--- src/rtl/pipe_pkg.sv ---
// Shared pipeline widths, payload typedefs and stage occupancy codes.
package pipe_pkg;

  localparam int IF_ID_W        = 64;
  localparam int IF_ID_CTRL_W   = 0;
  localparam int ID_EX_W        = 150;
  localparam int ID_EX_CTRL_W   = 8;
  localparam int EX_MEM_W       = 105;
  localparam int EX_MEM_CTRL_W  = 4;
  localparam int MEM_WB_W       = 53;
  localparam int MEM_WB_CTRL_W  = 2;

  typedef logic [IF_ID_W-1:0]  if_id_t;
  typedef logic [ID_EX_W-1:0]  id_ex_t;
  typedef logic [EX_MEM_W-1:0] ex_mem_t;
  typedef logic [MEM_WB_W-1:0] mem_wb_t;

  localparam logic [1:0] CNT_EMPTY = 2'd0;
  localparam logic [1:0] CNT_ONE   = 2'd1;
  localparam logic [1:0] CNT_TWO   = 2'd2;

endpackage

--- src/rtl/pipe_stage_skid_slot.sv ---
// One-entry overflow register for pipe_stage (pipe_skid_slot).
module pipe_skid_slot #(
  parameter int WIDTH = 53
) (
  input  logic             clk,
  input  logic             rst,
  input  logic             load,
  input  logic             unload,
  input  logic             clear,
  input  logic [WIDTH-1:0] d,
  output logic [WIDTH-1:0] q,
  output logic             valid
);

  always_ff @(posedge clk or posedge rst) begin
    if (rst) begin
      valid <= 1'b0;
      q     <= '0;
    end else if (clear) begin
      valid <= 1'b0;
    end else if (load) begin
      valid <= 1'b1;
      q     <= d;
    end else if (unload) begin
      valid <= 1'b0;
    end
  end

endmodule

--- src/rtl/pipe_stage.sv ---
// Valid/ready pipeline register with flush; define PIPE_STAGE_SKID_EN
// to add a one-entry skid slot and a registered IReady.
module pipe_stage
  import pipe_pkg::*;
#(
  parameter int WIDTH  = MEM_WB_W,
  parameter int CTRL_W = MEM_WB_CTRL_W
) (
  input  logic             CLK,
  input  logic             Reset,
  input  logic             IValid,
  output logic             IReady,
  input  logic [WIDTH-1:0] IData,
  input  logic             Flush,
  output logic             OValid,
  input  logic             OReady,
  output logic [WIDTH-1:0] OData,
  output logic [1:0]       OCount
);

  localparam logic [WIDTH-1:0] CTRL_MASK =
    ~({WIDTH{1'b1}} << CTRL_W);

  logic             ovalid;
  logic [WIDTH-1:0] odata;
  logic             accept;
  logic             emit;
  logic             load_main;
  logic             drop;
  logic [WIDTH-1:0] main_d;

  assign accept = IValid & IReady;
  assign emit   = ovalid & OReady;

`ifdef PIPE_STAGE_SKID_EN
  logic             skid_valid;
  logic [WIDTH-1:0] skid_data;
  logic             skid_load;
  logic             skid_unload;

  assign IReady      = !skid_valid;
  assign skid_load   = accept & ovalid & !emit;
  assign skid_unload = emit & skid_valid;

  pipe_skid_slot #(.WIDTH(WIDTH)) u_skid (
    .clk    (CLK),
    .rst    (Reset),
    .load   (skid_load),
    .unload (skid_unload),
    .clear  (Flush),
    .d      (IData),
    .q      (skid_data),
    .valid  (skid_valid)
  );

  // Skid content is older than any incoming beat, so it refills first.
  assign load_main = (emit & skid_valid)
                   | (accept & (!ovalid | emit));
  assign main_d    = skid_valid ? skid_data : IData;
  assign drop      = emit & !skid_valid & !accept;

  always_comb begin
    OCount = CNT_EMPTY;
    unique case (1'b1)
      skid_valid: OCount = CNT_TWO;
      ovalid:     OCount = CNT_ONE;
      default:    OCount = CNT_EMPTY;
    endcase
  end
`else
  assign IReady    = !ovalid | OReady;
  assign load_main = accept;
  assign main_d    = IData;
  assign drop      = emit & !accept;
  assign OCount    = ovalid ? CNT_ONE : CNT_EMPTY;
`endif

  always_ff @(posedge CLK or posedge Reset) begin
    if (Reset) begin
      ovalid <= 1'b0;
      odata  <= '0;
    end else if (Flush) begin
      ovalid <= 1'b0;
      odata  <= odata & ~CTRL_MASK;
    end else if (load_main) begin
      ovalid <= 1'b1;
      odata  <= main_d;
    end else if (drop) begin
      ovalid <= 1'b0;
    end
  end

  assign OValid = ovalid;
  assign OData  = odata;

endmodule

--- config.mk ---
export PLATFORM = sky130hd
export DESIGN_NAME = pipe_stage
export DESIGN_NICKNAME = d
export VERILOG_FILES = /design/src/rtl/pipe_pkg.sv /design/src/rtl/pipe_stage_skid_slot.sv /design/src/rtl/pipe_stage.sv
export SDC_FILE = /design/constraint.sdc
export NUM_CORES = 1
export LEC_CHECK = 0
export BUFFER_PORTS_ARGS = -buffer_cell sky130_fd_sc_hd__buf_2
export CAP_MARGIN = 10
export CORE_MARGIN = 4
export CORE_UTILIZATION = 44
export DETAILED_ROUTE_END_ITERATION = 8
export PLACE_DENSITY = 0.83
export SKIP_CTS_REPAIR_TIMING = 1
export SLEW_MARGIN = 20
export SYNTH_ARGS = -nofsm -noshare
export SYNTH_HDL_FRONTEND = slang
export SYNTH_HIERARCHICAL = 1
export SYNTH_SLANG_ARGS = --single-unit
--- constraint.sdc ---
create_clock -name CLK -period 1.72 [get_ports CLK]
set_input_delay 0.086 -clock CLK [delete_from_list [all_inputs] [get_ports CLK]]
set_output_delay 0.086 -clock CLK [all_outputs]
set_load 0.02 [all_outputs]
==> metrics <==
status finished, final reports clean; Leak Pwr 1.40 nW; post-DR vias/cell 4.70; overall die height 76.6 um; Overall Global Routing Usage 16.3%; clock-pin slew on the worst setup and hold paths 0.09 ns; Critical Path Source Type flop; Detailed Route Iter0 Violations 107; Layout fillers about 360; Endpoint, Worst Hold OData[4]; critical path cell sequence nor2b_2, nor3_4, buf_12, mux2_2; Cell variety after synth 12; endpoint of the most critical register-to-register path OData[35]; Post-Synthesis Cells 125; number of endpoints with negative hold slack in the final report 0; first-pass GRT wire length between 7000 and 8000 um; Via Count between 1,000 and 1,500; Register-to-Register Path Depth 4; layout cells sized above 1 70.2%; CP top delay family flip-flops; GR Overflow Total 0; PwrDens 1150 nW/um2; final number of setup-violating endpoints 0; pin count of the biggest net entering global routing 36; crit path max-delay cell type dfrtp_1; area of the die 5870 um2; kind of end point of the critical path flop; Switching Fraction approximately 30%; clock insertion delay at the later pin of the skew report 0.29 ns; Hold Path Origin IData[4]; estimated wirelength of the detail-placed design 3730 um; setup skew after layout 0.00504 ns; Longest Clk Path Bufs 2; Crit Path Class reg -> reg; reg-to-reg slack, setup roughly 0.20 ns; diodes inserted 0; Routed wire per std cell 15.8 um; Fin Hold WS 0.00982 ns; IO Port Bufs 113; most area-hungry cell type in the Yosys netlist dfrtp_1; layout overhead on the synthesized area 36.5%; post-synthesis register bit count 54; total of max-cap violations 0; I/O pin count 115; total nets after synthesis 183; WL final 4690 um; setup TNS 0 ns; number of cells traversed by the worst hold path 2; maximum fanout along the worst path 29; number of buffers inserted during clock tree synthesis 5; number of nets in the finished design between 300 and 400; number of max-slew violations in the final report 0; first-pass iteration count of the detailed router 4; maximum level of the CTS H-tree 2; post-route DRC violation count 0; vias in the first global route 1,453; share of the clock period used by the worst path after layout 88.3%; number of antenna violations at the first check in global routing 0; core area 4440 um2; Ys Warns 6; path type of the worst min-delay path in -> reg; area of the mapped netlist 2070 um2; sequential cell area fraction in the yosys report about two thirds; portion of total power attributed to combinational logic 26.8%; library cell used as clock root buffer clkbuf_8; final weighted congestion in routability-driven placement ~0.76; final worst path period need 1.52 ns; top achievable clock speed ~0.66 GHz; part of the power in the clock network 24.9%; setup repair after global routing missed its margin no; CTS sink cnt 54; sequential share of power 48.3%; Final Core Density 63.6%; Mean Syn Cell Area 16.6 um2; Starting Density 46.6%; number of stages on the worst setup path 4; startpoint of the most critical register-to-register path OValid; CP peak stage delay 0.40 ns; sw power 0.000966 W; worst endpoint data arrival time 1.70 ns; required time worst endpoint 1.90 ns; cell-internal power between 0.002 and 0.0025 W; floorplan row count 24; largest cells by area after synthesis dfrtp_1 (65%), mux2_2 (26%), buf_6 (2.7%); area share of the largest cell type after synthesis 65.2%; clock tree from TritonCTS built; Die Width 76.6 um; worst supply voltage drop on vdd 0.447 mV; buffers and inverters on the worst path 1; antenna violation net count after detailed routing 0
-- worst reg2reg max path, stage by stage, from the launching register on --
cell and delay [ns]:
dfrtp_1 0.40, nor2b_2 0.19, nor3_4 0.21, buf_12 0.23, mux2_2 0.37
-- synth_stat cells --
master   count
a21oi_1      3
dfrtp_1     54
nand3_1      2
nor3_4       1
buf_4        2
inv_1        3
buf_6        5
mux2_2      47
o21ai_0      2
mux2_1       4
conb_1       1
nor2b_2      1
-- state kept, by name (all words and copies together), names as in the netlist --
signal and flops:
OData 53, OValid 1
-- power by group through the flow --
stage               clock [W]  combinational (W)  sequential [W]
global placement            0           0.000860         0.00159
finish               0.000810           0.000871         0.00157
global route         0.000907           0.000928         0.00160
floorplan                   0           0.000263         0.00186
detailed placement          0           0.000881         0.00160
CTS                  0.000842           0.000882         0.00158
-- cell families (layout without fill, tap and decap cells) --
group / Yosys count / after routing / share of synthesized area (%)
buffers and inverters: 10 / 130 / 3.99
multiplexers: 51 / 51 / 27.7
flip-flops: 54 / 54 / 65.2
AND/OR/NAND/NOR: 4 / 4 / 1.69
other: 1 / 1 / 0.181
AO/OA/AOI/OAI: 5 / 5 / 1.21
-- stage by stage --
step | area (um2) | std cells | total power, W | setup slack (ns)
after global routing | 2830 | 297 | 0.00344 | 0.119
after floorplan | 2070 | 125 | 0.00213 | 0.171
after global placement | 2690 | 286 | 0.00245 | 0.263
after CTS | 2800 | 294 | 0.00330 | 0.193
final | 2830 | 297 | 0.00325 | 0.202
after detailed placement | 2690 | 286 | 0.00248 | 0.205
-- placed cells by master, fill, tap and decap left out, types with 2 or more instances in the layout --
cell,synthesis,routed
buf_12,0,3
o21ai_0,2,2
clkbuf_8,0,5
nand3_1,2,2
clkbuf_1,0,2
a21oi_1,3,3
mux2_2,47,47
dfrtp_1,54,54
buf_2,0,113
mux2_1,4,4
dlygate4sd3_1,0,3
inv_1,3,2
-- worst max path at each step --
stage,endpoint,slack [ns],start
2_1_floorplan,OData[10],0.17,OValid
3_3_place_gp,OData[25],0.26,OValid
3_5_place_dp,OData[35],0.20,OValid
4_1_cts,OData[35],0.19,OValid
5_1_grt,OData[18],0.12,OValid
6_report,OData[35],0.20,OValid
-- routing by layer --
| metal | global-route usage [%] | wire [um] | vias to the layer above |
|---|---|---|---|
| met5 | 0 | 0 | - |
| met3 | 3.07 | 215 | 7 |
| li1 | - | - | 670 |
| met4 | 5.43 | 76 | 0 |
| met2 | 30.9 | 2630 | 46 |
| met1 | 18.2 | 1770 | 672 |
-- cell type report --
| type | instances | area, um2 | area share, % |
|---|---|---|---|
| flip-flops and latches | 54 | 1350 | 47.8 |
| clock buffers | 7 | 76.3 | 2.70 |
| inverters | 3 | 11.3 | 0.398 |
| well taps | 52 | 65.1 | 2.30 |
| multi-input cells | 61 | 638 | 22.6 |
| repair buffers | 119 | 656 | 23.2 |
| clock inverters | 1 | 30.0 | 1.06 |
No activity file was read; power rests on OpenSTA's default activity.
